===== src/rtl/reg_dump_reader.sv =====
// Walks a register-file read port over an inclusive address range and streams
// each (address, data) pair out through a valid/ready handshake.
module reg_dump_reader #(
   parameter int SKIP_X0 = 1
) (
   input  logic        clk,
   input  logic        rst_n,
   input  logic        Start,
   input  logic        Abort,
   input  logic [4:0]  AddrStart,
   input  logic [4:0]  AddrEnd,
   output logic [4:0]  RegAddr,
   input  logic [31:0] RegData,
   output logic        OutValid,
   input  logic        OutReady,
   output logic [4:0]  OutAddr,
   output logic [31:0] OutData,
   output logic        Busy,
   output logic        Done
);

   typedef enum logic [1:0] {S_IDLE, S_READ, S_HOLD, S_DONE} state_t;

   state_t      r_state;
   state_t      w_next;
   logic [4:0]  r_end;
   logic [4:0]  r_reg_addr;
   logic [4:0]  r_out_addr;
   logic [31:0] r_out_data;
   logic        r_out_valid;
   logic [4:0]  w_start;
   logic        w_accept;
   logic        w_capture;
   logic        w_advance;
   logic        w_clr;
   logic        w_done;

   always_ff @(posedge clk or negedge rst_n) begin
      if (!rst_n) r_state <= S_IDLE;
      else        r_state <= w_next;
   end

   always_comb begin
      w_start   = (SKIP_X0 != 0 && AddrStart == 5'd0) ? 5'd1 : AddrStart;
      w_next    = r_state;
      w_accept  = 1'b0;
      w_capture = 1'b0;
      w_advance = 1'b0;
      w_clr     = 1'b0;
      w_done    = 1'b0;
      case (r_state)
         S_IDLE: if (!Abort && Start) begin
            w_accept = 1'b1;
            w_next   = (w_start > AddrEnd) ? S_DONE : S_READ;
         end
         S_READ: begin
            w_capture = 1'b1;
            w_next    = S_HOLD;
         end
         S_HOLD: if (OutReady) begin
            w_clr = 1'b1;
            // Termination is on the end address, so the 5-bit increment never wraps.
            if (r_out_addr == r_end) begin
               w_next = S_DONE;
            end else begin
               w_advance = 1'b1;
               w_next    = S_READ;
            end
         end
         S_DONE: begin
            w_done = 1'b1;
            w_next = S_IDLE;
         end
         default: w_next = S_IDLE;
      endcase
      // Abort overrides everything, including a handshake in the same cycle.
      if (Abort && r_state != S_IDLE) begin
         w_next    = S_IDLE;
         w_capture = 1'b0;
         w_advance = 1'b0;
         w_clr     = 1'b1;
         w_done    = 1'b0;
      end
   end

   always_ff @(posedge clk or negedge rst_n) begin
      if (!rst_n) begin
         r_end       <= 5'd0;
         r_reg_addr  <= 5'd0;
         r_out_addr  <= 5'd0;
         r_out_data  <= 32'd0;
         r_out_valid <= 1'b0;
      end else begin
         if (w_accept) begin
            r_end      <= AddrEnd;
            r_reg_addr <= w_start;
         end
         if (w_capture) begin
            r_out_data  <= RegData;
            r_out_addr  <= r_reg_addr;
            r_out_valid <= 1'b1;
         end
         if (w_clr)     r_out_valid <= 1'b0;
         if (w_advance) r_reg_addr  <= r_reg_addr + 5'd1;
      end
   end

   assign RegAddr  = r_reg_addr;
   assign OutAddr  = r_out_addr;
   assign OutData  = r_out_data;
   assign OutValid = r_out_valid;
   assign Busy     = (r_state != S_IDLE);
   assign Done     = w_done;

endmodule


===== config.mk =====
export PLATFORM = sky130hd
export DESIGN_NAME = reg_dump_reader
export DESIGN_NICKNAME = d
export VERILOG_FILES = /design/src/rtl/reg_dump_reader.sv
export SDC_FILE = /design/constraint.sdc
export NUM_CORES = 1
export LEC_CHECK = 0
export ABC_AREA = 1
export BUFFER_PORTS_ARGS = -buffer_cell sky130_fd_sc_hd__buf_2
export CELL_PAD_IN_SITES_DETAIL_PLACEMENT = 1
export CELL_PAD_IN_SITES_GLOBAL_PLACEMENT = 1
export CORE_ASPECT_RATIO = 1.5
export CORE_MARGIN = 8
export CORE_UTILIZATION = 36
export CTS_BUF_LIST = sky130_fd_sc_hd__clkbuf_16
export DETAILED_ROUTE_END_ITERATION = 12
export GPL_TIMING_DRIVEN = 0
export PLACE_DENSITY = 0.86
export SKIP_CTS_REPAIR_TIMING = 1
export SKIP_LAST_GASP = 1
export SLEW_MARGIN = 10
export SYNTH_ARGS = -nofsm -noshare
export SYNTH_HDL_FRONTEND = slang
export SYNTH_SLANG_ARGS = --single-unit

===== constraint.sdc =====
create_clock -name clk -period 1.6 [get_ports clk]
set_input_delay 0.16 -clock clk [delete_from_list [all_inputs] [get_ports clk]]
set_output_delay 0.16 -clock clk [all_outputs]
set_load 0.005 [all_outputs]

==> flow_metrics.env <==
export IMPL_cpPeakStageDelay_ns=0.45
export IMPL_detailed_router_iteration_count_before_antenna_repair=4
export IMPL_drc_viols=0
export IMPL_diodes=0
export IMPL_fp_coreArea_um2=6170
export IMPL_layout_worst_path_cycle_share_pct=86.7
export IMPL_final_seq_area_um2=1250
export IMPL_arrival_ns=1.56
export IMPL_synth_seq_area_share_pct=54.3
export IMPL_clkSlewWorstSetupHoldPaths_ns=0.07
export IMPL_synth_top_flop_cell="sky130_fd_sc_hd__dfrtp_1"
export IMPL_global_route_peak_usage_layer="met2"
export IMPL_cts_sinks=50
export IMPL_layout_drive_gt1_share_pct=36.5
export IMPL_worstPathBufferInverterCount=0
export IMPL_tritoncts="yes"
export IMPL_number_of_synthesized_flops_with_an_enable_pin=0
export IMPL_worst_hold_path_type="in -> async"
export IMPL_port_buffer_count=91
export IMPL_critical_path_startpoint_type="flip-flop"
export IMPL_clkLatencyLatePin_ns=0.29
export IMPL_critPathRequiredTime_ns=1.77
export IMPL_numCtsBuffers=5
export IMPL_min_period_ns=1.39
export IMPL_critPathSlowestCell="sky130_fd_sc_hd__dfrtp_1"
export IMPL_slew_limit_headroom_pct=23.8
export IMPL_route_final_wire_length_um=6520
export IMPL_p_total_uw=5120
export IMPL_first_pass_grt_wire_length_um=10600
export IMPL_met1_track_demand_over_resource_in_global_routing_pct=14.2
export IMPL_ir_drop_uv=537
export IMPL_synth_async_reset_ratio_pct=100
export IMPL_final_hold_violations=0
export IMPL_crit_top_cell="sky130_fd_sc_hd__nand3_1"
export IMPL_synth_distinct_cells=24
export IMPL_yosys_register_bits=50
export IMPL_ys_warnings_count=0
export IMPL_antenna_violations_before_repair=0
export IMPL_syn2layout_area_growth_pct=30.5
export IMPL_worst_setup_path_end_kind="flip-flop"
export IMPL_num_rows=35
export IMPL_postSynthNetCount=266
export IMPL_clockBufferDepth=2
export IMPL_ant_nets=0
export IMPL_grt_util_met2_pct=28.8
export IMPL_fin_tns_setup_ns=0
export IMPL_grt_start_max_net_pins=51
export IMPL_critPathTopFamily="simple AND/OR/NAND/NOR gates"
export IMPL_slew_viol_final=0
export IMPL_die_x_um=81.3
export IMPL_dieHeight_um=114
export IMPL_routed_via_density=4.80
export IMPL_yosys_area_top_type_share_pct=54.3
export IMPL_post_synth_top_count_cell="sky130_fd_sc_hd__dfrtp_1"
export IMPL_max_cap_violations=0
export IMPL_yosys_area_top_type="sky130_fd_sc_hd__dfrtp_1"
export IMPL_detailroute_via_count=1853
export IMPL_netlist_area_um2=2300
export IMPL_netlist_top_cells_area="sky130_fd_sc_hd__dfrtp_1 54%, sky130_fd_sc_hd__mux2_1 16%, sky130_fd_sc_hd__nand2_1 7.3%"
export IMPL_max_freq_ghz=0.720
export IMPL_grt_pass1_vias=2138
export IMPL_synthesis_area_per_instance_um2=10.8
export IMPL_fillerInstances=734
export IMPL_layout_core_utilization_pct=48.7
export IMPL_setup_violations_final=0
export IMPL_crit_path_cell_trace="nor2_1 -> nand2_1 -> nor2_2 -> nand2_4 -> nand3_1 -> nand3_1"
export IMPL_cts_htree_levels=2
export IMPL_number_of_i_o_pins=92
export IMPL_detailedRoute_firstIterationViolations=45
export IMPL_grt_setup_unrepaired="false"
export IMPL_grt_ovfl_total=0
export IMPL_initial_standard_cell_utilization_of_the_core_pct=37.3
export IMPL_ctsRootBufferMaster="sky130_fd_sc_hd__clkbuf_16"
export IMPL_postSynthCellCount=213
export IMPL_design_die_area_um2=9270
export IMPL_worst_setup_path_type="reg -> reg"
export IMPL_finish_net_count=364
export IMPL_p_leak_uw=0.00158
export IMPL_global_route_usage_met3_pct=2.20
export IMPL_multi_input_area_um2=926
export IMPL_dp_final_hpwl_um=5380
export IMPL_result_of_the_run="finished clean"
export IMPL_globalplace_congestion=0.822
export IMPL_critPathMaxFanout=9
export IMPL_fin_clk_skew_ns=0.00702
export IMPL_max_slew_worst_pin_slew_ns=1.14
export IMPL_netlist_top_cells_count="50 x sky130_fd_sc_hd__dfrtp_1, 45 x sky130_fd_sc_hd__nand2_1, 33 x sky130_fd_sc_hd__mux2_1"
export IMPL_grt_total_usage_pct=14.7
export IMPL_routed_wire_length_per_instance_um=16.9
export IMPL_power_density_nw_per_um2=1700
## cell families (layout without fill, tap and decap cells)
logic type               after synthesis  in the layout  share of synthesized area [%]
AND/OR/NAND/NOR                       78             78                           15.4
flip-flops                            50             50                           54.3
multiplexers                          34             34                           16.6
buffers and inverters                 26            125                           5.54
AO/OA/AOI/OAI                         15             15                           3.37
adder cells (fa/ha/maj)                6              6                           3.26
XOR/XNOR                               4              4                           1.52
## sequential cells by signal, summed over array words and instances (netlist names)
register  count
r_end         5
OutAddr       5
OutData      32
OutValid      1
RegAddr       5
r_state       2
## metal layers
layer	vias up	wire length, µm
met5	-	0
met4	0	131
met3	11	340
met2	49	3860
met1	903	2180
li1	890	-
## final timing paths
| kind | endpoint | start | slack (ns) | depth (start not counted) |
|---|---|---|---|---|
| setup / recovery | RegAddr[1]$_DFFE_PN0P_ | r_state[0]$_DFFE_PN0P_ | 0.21 | 6 |
| setup reg to reg | RegAddr[1]$_DFFE_PN0P_ | r_state[0]$_DFFE_PN0P_ | 0.21 | 6 |
| hold / removal | r_end[1]$_DFFE_PN0P_ | rst_n | 0.08 | 1 |
| min in group clk | OutData[7]$_DFFE_PN0P_ | RegData[7] | 0.08 | 2 |
| hold reg to reg | OutData[20]$_DFFE_PN0P_ | OutData[20]$_DFFE_PN0P_ | 0.49 | 1 |
| max in group asynchronous | RegAddr[2]$_DFFE_PN0P_ | rst_n | 0.81 | 1 |
## placed cells by master, fill, tap and decap left out
cell	count
sky130_fd_sc_hd__xnor2_1	2
sky130_fd_sc_hd__nand3_4	2
sky130_fd_sc_hd__clkbuf_16	5
sky130_fd_sc_hd__nor2_1	14
sky130_fd_sc_hd__mux2_1	33
sky130_fd_sc_hd__nand2_1	45
sky130_fd_sc_hd__xor2_1	2
sky130_fd_sc_hd__o21ai_1	1
sky130_fd_sc_hd__clkbuf_1	2
sky130_fd_sc_hd__inv_2	3
sky130_fd_sc_hd__buf_6	3
sky130_fd_sc_hd__o21ai_0	7
sky130_fd_sc_hd__dfrtp_1	50
sky130_fd_sc_hd__buf_2	91
sky130_fd_sc_hd__o211ai_1	1
sky130_fd_sc_hd__nand2_2	1
sky130_fd_sc_hd__nor2_2	1
sky130_fd_sc_hd__buf_4	2
sky130_fd_sc_hd__nand2_4	1
sky130_fd_sc_hd__a21oi_1	6
sky130_fd_sc_hd__mux2_2	1
sky130_fd_sc_hd__nor3_1	1
sky130_fd_sc_hd__clkinv_4	2
sky130_fd_sc_hd__ha_1	6
sky130_fd_sc_hd__inv_8	1
sky130_fd_sc_hd__nand3_1	12
sky130_fd_sc_hd__inv_1	16
sky130_fd_sc_hd__nand3_2	1
## per-stage QoR
| stage | instances | instance area (µm²) | setup slack [ns] | hold WS, ns |
|---|---|---|---|---|
| after global routing | 386 | 3010 | 0.0587 | 0.0752 |
| after detailed placement | 378 | 2850 | 0.238 | 0.380 |
| after floorplan | 213 | 2300 | 0.398 | -0.136 |
| after CTS | 386 | 3010 | 0.208 | 0.0730 |
| after global placement | 378 | 2850 | 0.265 | 0.372 |
| final | 386 | 3010 | 0.212 | 0.0764 |
## final cells by class
class | count | share of cell area [%]
inverters | 19 | 2.37
well taps | 74 | 3.08
repair buffers | 91 | 15.1
flip-flops and latches | 50 | 41.6
multi-input cells | 137 | 30.8
clock buffers | 5 | 4.16
clock inverters | 3 | 0.957
plain buffers | 7 | 1.87
## power by group
part	switching (µW)	internal, µW	total [µW]
Sequential	403	1870	2270
Clock	497	596	1090
Combinational	868	893	1760
No activity file was read; power rests on OpenSTA's default activity.
